`src/rtl/fp_operand_join_collector_if.sv`:
```
// Handshake bundle for fp_operand_join_collector: two operand streams in, an
// operand pair out to a no-backpressure pipeline, its results in, and one result stream out.
interface fp_operand_join_collector_if #(
  parameter int unsigned DATA_WIDTH = 32,
  parameter int unsigned FIFO_DEPTH = 8
);
  localparam int unsigned CW = $clog2(FIFO_DEPTH + 1);

  logic [DATA_WIDTH-1:0] aDataIn;
  logic                  aValidIn;
  logic                  aReadyOut;
  logic [DATA_WIDTH-1:0] bDataIn;
  logic                  bValidIn;
  logic                  bReadyOut;
  logic [DATA_WIDTH-1:0] opADataOut;
  logic [DATA_WIDTH-1:0] opBDataOut;
  logic                  opValidOut;
  logic [DATA_WIDTH-1:0] resDataIn;
  logic                  resValidIn;
  logic [DATA_WIDTH-1:0] dataOut;
  logic                  validOut;
  logic                  readyIn;
  logic [CW-1:0]         countOut;
  logic                  errorOut;

  modport slave (
    input  aDataIn, aValidIn, bDataIn, bValidIn, resDataIn, resValidIn, readyIn,
    output aReadyOut, bReadyOut, opADataOut, opBDataOut, opValidOut,
           dataOut, validOut, countOut, errorOut
  );

  modport master (
    output aDataIn, aValidIn, bDataIn, bValidIn, resDataIn, resValidIn, readyIn,
    input  aReadyOut, bReadyOut, opADataOut, opBDataOut, opValidOut,
           dataOut, validOut, countOut, errorOut
  );
endinterface

```
`src/rtl/fp_operand_join_collector.sv`:
```
// Joins operand streams A and B into pairs for a fixed-latency FP pipeline and
// collects its results in a show-ahead FIFO, admitting pairs only against free FIFO credits.
module fp_operand_join_collector #(
  parameter int unsigned DATA_WIDTH = 32,
  parameter int unsigned FIFO_DEPTH = 8
) (
  input logic                        clkIn,
  input logic                        rstIn,
  fp_operand_join_collector_if.slave bus
);
  localparam int unsigned CW = $clog2(FIFO_DEPTH + 1);
  localparam int unsigned PW = $clog2(FIFO_DEPTH);

  logic [CW-1:0]         credits_q, credits_d;
  logic [CW-1:0]         count_q, count_d;
  logic [PW-1:0]         wr_ptr_q, wr_ptr_d;
  logic [PW-1:0]         rd_ptr_q, rd_ptr_d;
  logic [DATA_WIDTH-1:0] op_a_q, op_a_d;
  logic [DATA_WIDTH-1:0] op_b_q, op_b_d;
  logic                  op_valid_q, op_valid_d;
  logic                  error_q, error_d;
  logic [DATA_WIDTH-1:0] mem_q [FIFO_DEPTH];

  logic credit_ok, xfer, pop, full, push;

  always_comb begin
    credit_ok = (credits_q != '0);
    xfer      = credit_ok & bus.aValidIn & bus.bValidIn;
    pop       = (count_q != '0) & bus.readyIn;
    full      = (count_q == CW'(FIFO_DEPTH));
    // A full FIFO still accepts a push when the head leaves in the same cycle.
    push      = bus.resValidIn & (~full | pop);

    op_valid_d = xfer;
    op_a_d     = xfer ? bus.aDataIn : op_a_q;
    op_b_d     = xfer ? bus.bDataIn : op_b_q;

    credits_d = credits_q;
    if (xfer && !pop) begin
      credits_d = credits_q - CW'(1);
    end else if (pop && !xfer && (credits_q != CW'(FIFO_DEPTH))) begin
      credits_d = credits_q + CW'(1);
    end

    count_d = count_q;
    if (push && !pop) begin
      count_d = count_q + CW'(1);
    end else if (pop && !push) begin
      count_d = count_q - CW'(1);
    end

    wr_ptr_d = push ? wr_ptr_q + PW'(1) : wr_ptr_q;
    rd_ptr_d = pop  ? rd_ptr_q + PW'(1) : rd_ptr_q;
    error_d  = error_q | (bus.resValidIn & full & ~pop);
  end

  always_ff @(posedge clkIn) begin
    if (rstIn) begin
      credits_q  <= CW'(FIFO_DEPTH);
      count_q    <= '0;
      wr_ptr_q   <= '0;
      rd_ptr_q   <= '0;
      op_a_q     <= '0;
      op_b_q     <= '0;
      op_valid_q <= 1'b0;
      error_q    <= 1'b0;
    end else begin
      credits_q  <= credits_d;
      count_q    <= count_d;
      wr_ptr_q   <= wr_ptr_d;
      rd_ptr_q   <= rd_ptr_d;
      op_a_q     <= op_a_d;
      op_b_q     <= op_b_d;
      op_valid_q <= op_valid_d;
      error_q    <= error_d;
    end
  end

  // When full, wr_ptr equals rd_ptr, so a push-with-pop lands in the slot being read out.
  always_ff @(posedge clkIn) begin
    if (!rstIn && push) begin
      mem_q[wr_ptr_q] <= bus.resDataIn;
    end
  end

  assign bus.aReadyOut  = xfer;
  assign bus.bReadyOut  = xfer;
  assign bus.opADataOut = op_a_q;
  assign bus.opBDataOut = op_b_q;
  assign bus.opValidOut = op_valid_q;
  assign bus.dataOut    = mem_q[rd_ptr_q];
  assign bus.validOut   = (count_q != '0);
  assign bus.countOut   = count_q;
  assign bus.errorOut   = error_q;
endmodule

```
`src/flat_wrapper.sv`:
```
// flat-port wrapper written by rule: the top's interface ports become plain ports
module fp_operand_join_collector_flat 
#(
  parameter int unsigned DATA_WIDTH = 32,
  parameter int unsigned FIFO_DEPTH = 8
)
  (clkIn, rstIn, bus_aDataIn, bus_aValidIn, bus_bDataIn, bus_bValidIn, bus_resDataIn, bus_resValidIn, bus_readyIn, bus_aReadyOut, bus_bReadyOut, bus_opADataOut, bus_opBDataOut, bus_opValidOut, bus_dataOut, bus_validOut, bus_countOut, bus_errorOut);
  fp_operand_join_collector_if #(.DATA_WIDTH(DATA_WIDTH), .FIFO_DEPTH(FIFO_DEPTH)) bus_i ();
  input logic clkIn;
  input logic rstIn;
  input wire logic [$bits(bus_i.aDataIn)-1:0] bus_aDataIn;
  input wire logic [$bits(bus_i.aValidIn)-1:0] bus_aValidIn;
  input wire logic [$bits(bus_i.bDataIn)-1:0] bus_bDataIn;
  input wire logic [$bits(bus_i.bValidIn)-1:0] bus_bValidIn;
  input wire logic [$bits(bus_i.resDataIn)-1:0] bus_resDataIn;
  input wire logic [$bits(bus_i.resValidIn)-1:0] bus_resValidIn;
  input wire logic [$bits(bus_i.readyIn)-1:0] bus_readyIn;
  output wire logic [$bits(bus_i.aReadyOut)-1:0] bus_aReadyOut;
  output wire logic [$bits(bus_i.bReadyOut)-1:0] bus_bReadyOut;
  output wire logic [$bits(bus_i.opADataOut)-1:0] bus_opADataOut;
  output wire logic [$bits(bus_i.opBDataOut)-1:0] bus_opBDataOut;
  output wire logic [$bits(bus_i.opValidOut)-1:0] bus_opValidOut;
  output wire logic [$bits(bus_i.dataOut)-1:0] bus_dataOut;
  output wire logic [$bits(bus_i.validOut)-1:0] bus_validOut;
  output wire logic [$bits(bus_i.countOut)-1:0] bus_countOut;
  output wire logic [$bits(bus_i.errorOut)-1:0] bus_errorOut;
  assign bus_i.aDataIn = bus_aDataIn;
  assign bus_i.aValidIn = bus_aValidIn;
  assign bus_i.bDataIn = bus_bDataIn;
  assign bus_i.bValidIn = bus_bValidIn;
  assign bus_i.resDataIn = bus_resDataIn;
  assign bus_i.resValidIn = bus_resValidIn;
  assign bus_i.readyIn = bus_readyIn;
  assign bus_aReadyOut = bus_i.aReadyOut;
  assign bus_bReadyOut = bus_i.bReadyOut;
  assign bus_opADataOut = bus_i.opADataOut;
  assign bus_opBDataOut = bus_i.opBDataOut;
  assign bus_opValidOut = bus_i.opValidOut;
  assign bus_dataOut = bus_i.dataOut;
  assign bus_validOut = bus_i.validOut;
  assign bus_countOut = bus_i.countOut;
  assign bus_errorOut = bus_i.errorOut;
  fp_operand_join_collector #(.DATA_WIDTH(DATA_WIDTH), .FIFO_DEPTH(FIFO_DEPTH)) u_core (.clkIn(clkIn), .rstIn(rstIn), .bus(bus_i));
endmodule
```
`config.mk`:
```
export PLATFORM = sky130hd
export DESIGN_NAME = fp_operand_join_collector_flat
export DESIGN_NICKNAME = d
export VERILOG_FILES = /design/src/rtl/fp_operand_join_collector_if.sv /design/src/rtl/fp_operand_join_collector.sv /design/src/flat_wrapper.sv
export SDC_FILE = /design/constraint.sdc
export NUM_CORES = 1
export LEC_CHECK = 0
export ABC_AREA = 0
export CAP_MARGIN = 40
export CORE_MARGIN = 8
export CORE_UTILIZATION = 40
export DETAILED_ROUTE_END_ITERATION = 7
export PLACE_DENSITY = 0.63
export SYNTH_ARGS = -nofsm -noshare
export SYNTH_HDL_FRONTEND = slang
export SYNTH_SLANG_ARGS = --single-unit
```
`constraint.sdc`:
```
create_clock -name clkIn -period 7.4 [get_ports clkIn]
set_input_delay 1.48 -clock clkIn [delete_from_list [all_inputs] [get_ports clkIn]]
set_output_delay 1.48 -clock clkIn [all_outputs]
set_load 0.02 [all_outputs]
```
==> results.rst <==
.. list-table::
   :header-rows: 1

   * - Metric
     - Value
   * - Async set-reset flop share out of synthesis
     - 0
   * - Total GRT Usage
     - 0.1462
   * - Leading cell type in the layout, fill and taps excluded
     - edfxtp_1
   * - Layout cells sized above 1
     - 0.1814
   * - Core utilization of the finished layout
     - 0.5223
   * - First-pass detailed-route iteration total
     - 6
   * - Number of clock sinks seen by CTS
     - 339
   * - CP Capture Type
     - primary output
   * - Input/output buffers
     - about 200
   * - Leak pwr
     - 5.340 nW
   * - Total overflow reported by the global router
     - 0
   * - Worst Path Arrival
     - 3430 ps
   * - Detailed router's first-iteration violation count
     - 248
   * - Global-route wire length before repair
     - approximately 44000 um
   * - Max FO, Critical Path
     - 37
   * - Pin count of the biggest net entering global routing
     - 78
   * - Setup repair after global routing missed its margin
     - false
   * - Yosys warns
     - 0
   * - Achievable clock frequency
     - 0.2038 GHz
   * - Gp weighted congestion
     - 0.7457
   * - Crit start category
     - flip-flop
   * - Number of antenna violations at the first check in global routing
     - 0
   * - Number of buffers added for setup after CTS
     - 0
   * - #FFs+latches synth
     - 339
   * - Type of the worst setup path
     - reg2out
   * - Most used cells in the layout excluding fill and tap cells
     - edfxtp_1, clkdlybuf4s50_1, nand2_1, dfxtp_1, a21oi_1
   * - Dominant register cell in the synthesized netlist
     - edfxtp_1
   * - Via total after detailed routing
     - 7121
   * - Average routed wire per standard cell
     - 20.03 um
   * - Fillers
     - between 2000 and 3000
   * - Total setup violations reported at the end of the flow
     - 0
   * - Clk Latency, worst-skew pair
     - a little over 500 ps
   * - Transition time of the tightest slew-check pin
     - ~790 ps
   * - Min-Delay Path Class
     - reg2reg
   * - Number of cells upsized or downsized after cts
     - 0
   * - H-tree depth reported by CTS
     - 2
   * - Syn_nets
     - 875
   * - Die Span Y
     - 194.9 um
   * - Area of the mapped netlist
     - between 10000 and 15000 um^2
   * - Worst rel slew slack
     - 0.4754
   * - Power per cell area
     - 311.8 nW/um^2
   * - I/O Pins
     - 207
   * - Max-slew violations
     - 0
   * - DRT Wirelength
     - 28290 um
   * - Clock tree from TritonCTS
     - yes
   * - Number of synthesized flops with an enable pin
     - 256
   * - Maximum ir drop on the vdd rail
     - 206.3 uV
   * - Gate count after technology mapping
     - 766
   * - Largest clock skew in the final design
     - approximately 7.6 ps
   * - Area of the die
     - 38000 um^2
   * - Clock transition at the registers of the reported paths
     - 60 ps
   * - Root buffer cell
     - clkbuf_16
   * - Buffer depth of the longest clock path
     - 3
   * - Drt via density
     - a little over 5
   * - Row count
     - 65
   * - Average instance area after synthesis
     - 16.72 um^2
   * - Core ar.
     - approximately 32000 um^2
   * - Nets
     - about 1100
   * - DRC violation count after routing
     - 0
   * - Endpoint required time on the critical path
     - 5920 ps
   * - Result of the run
     - finished, final reports clean
   * - Starting density of the core
     - 0.4059
   * - Die X-Extent
     - 194.9 um
   * - Number of global-route vias before repair
     - around 7500
   * - Clock period minus worst slack
     - between 4000 and 5000 ps
   * - Ratio of final minimum period to clock period
     - 0.6631
   * - Layout overhead on the synthesized area
     - 28.68%
   * - Final-report hold violation count
     - 0
   * - Sequential element share of the synthesized area
     - 0.7299
   * - Number of buffers inserted for hold repair after clock tree synthesis
     - 0
   * - Total of max-cap violations
     - 0
   * - Final ANT Viol Nets
     - 0
   * - Number of distinct library cells after synthesis
     - 39
   * - DP Wirelength
     - 16970 um
   * - Post-Route Setup TNS
     - 0 ps
   * - Number of buffers inserted during clock tree synthesis
     - 37
metal layers:
layer / vias up / global-route usage / part of all wire
li1: 3338 / - / -
met1: 3537 / 0.1805 / 0.43
met2: 208 / 0.2380 / 0.47
met3: 38 / 0.05752 / 0.086
met4: 0 / 0.03706 / 0.016
met5: - / 0 / 0
power breakdown:
group          internal [W]  total (W)  switching, W  leakage (nW)
Sequential          0.00213    0.00226      0.000130          2.99
Clock               0.00101    0.00172      0.000708         0.544
Combinational      0.000643    0.00116      0.000516          1.80
cells in the mapped netlist (2+ instances only):
| master | count | area share |
|---|---|---|
| nor2b_1 | 4 | 0.0020 |
| dfxtp_1 | 83 | 0.13 |
| mux4_2 | 64 | 0.11 |
| a21oi_1 | 72 | 0.028 |
| ha_1 | 6 | 0.0059 |
| buf_6 | 7 | 0.0062 |
| nand2b_1 | 3 | 0.0015 |
| inv_1 | 2 | 0.00059 |
| nor4b_1 | 2 | 0.0014 |
| mux2i_1 | 2 | 0.0016 |
| buf_2 | 13 | 0.0051 |
| mux2_2 | 34 | 0.030 |
| nor3_1 | 3 | 0.0012 |
| a32oi_1 | 2 | 0.0014 |
| inv_2 | 2 | 0.00059 |
| xor2_1 | 3 | 0.0021 |
| nor2_1 | 21 | 0.0062 |
| edfxtp_1 | 256 | 0.60 |
| nor4_1 | 2 | 0.00098 |
| xnor2_1 | 5 | 0.0034 |
| nand2_1 | 139 | 0.041 |
| buf_4 | 2 | 0.0012 |
| clkbuf_1 | 23 | 0.0067 |
logic make-up (layout without fill, tap and decap cells):
| group | Yosys count | after routing | synth area share |
|---|---|---|---|
| xor+xnor | 8 | 8 | 0.005471 |
| other cells | 0 | 1 | 0 |
| simple gates | 180 | 180 | 0.05754 |
| flops | 339 | 339 | 0.7299 |
| compound gates | 81 | 81 | 0.03419 |
| buf+inv | 50 | 293 | 0.02061 |
| fa+ha+maj | 7 | 7 | 0.007424 |
| mux | 101 | 101 | 0.1449 |
registers in the layout, summed over array words and instances, names as in the netlist, named ones only:
| name | count |
|---|---|
| u_core.mem_q | 256 |
| u_core.bus.opADataOut | 32 |
| u_core.bus.opBDataOut | 32 |
| u_core.bus.countOut | 4 |
| u_core.credits_q | 4 |
| u_core.rd_ptr_q | 3 |
| u_core.wr_ptr_q | 3 |
| u_core.bus.errorOut | 1 |
| u_core.bus.opValidOut | 1 |
per-stage QoR:
stage,setup slack (ps),instance area (um^2),hold slack [ps],instances,total power (W)
after floorplan,1556,12810,454.1,766,0.003044
after global placement,2192,15280,440.6,1342,0.003478
after detailed placement,2819,15350,445.7,1345,0.003490
after CTS,2352,16480,453.6,1411,0.005230
after global routing,2234,16480,469.9,1411,0.005373
final,2493,16480,451.5,1412,0.005140
worst max-delay path: stages, from the launching register on:
cell and delay (ps):
dfxtp_4 860, buf_4 590, mux4_2 580, mux2_2 270, clkdlybuf4s50_1 550
area by class of cell:
type                       instances  area [um^2]  share of cell area
sequential                       339         9355              0.5676
antenna                            1        2.502           0.0001518
timing repair buffer             223         2230              0.1353
clock buffer                      50        984.7             0.05974
inverter                           4        15.01           0.0009110
tap                              402        503.0             0.03052
clock inverter                    16        146.4            0.008882
multi-input combinational        377         3246              0.1969
worst paths after layout:
path	start	endpoint	slack [ps]	cells past startpoint
max	flip-flop	bus_dataOut[30]	2490	4
max reg2reg	u_core.bus.countOut[0]	u_core.bus.countOut[3]	4430	10
min reg2reg	u_core.bus.opADataOut[27]	u_core.bus.opADataOut[27]	450	2
min	u_core.bus.opADataOut[27]	u_core.bus.opADataOut[27]	450	2
Note: power is estimated with default switching activity, not from simulation.
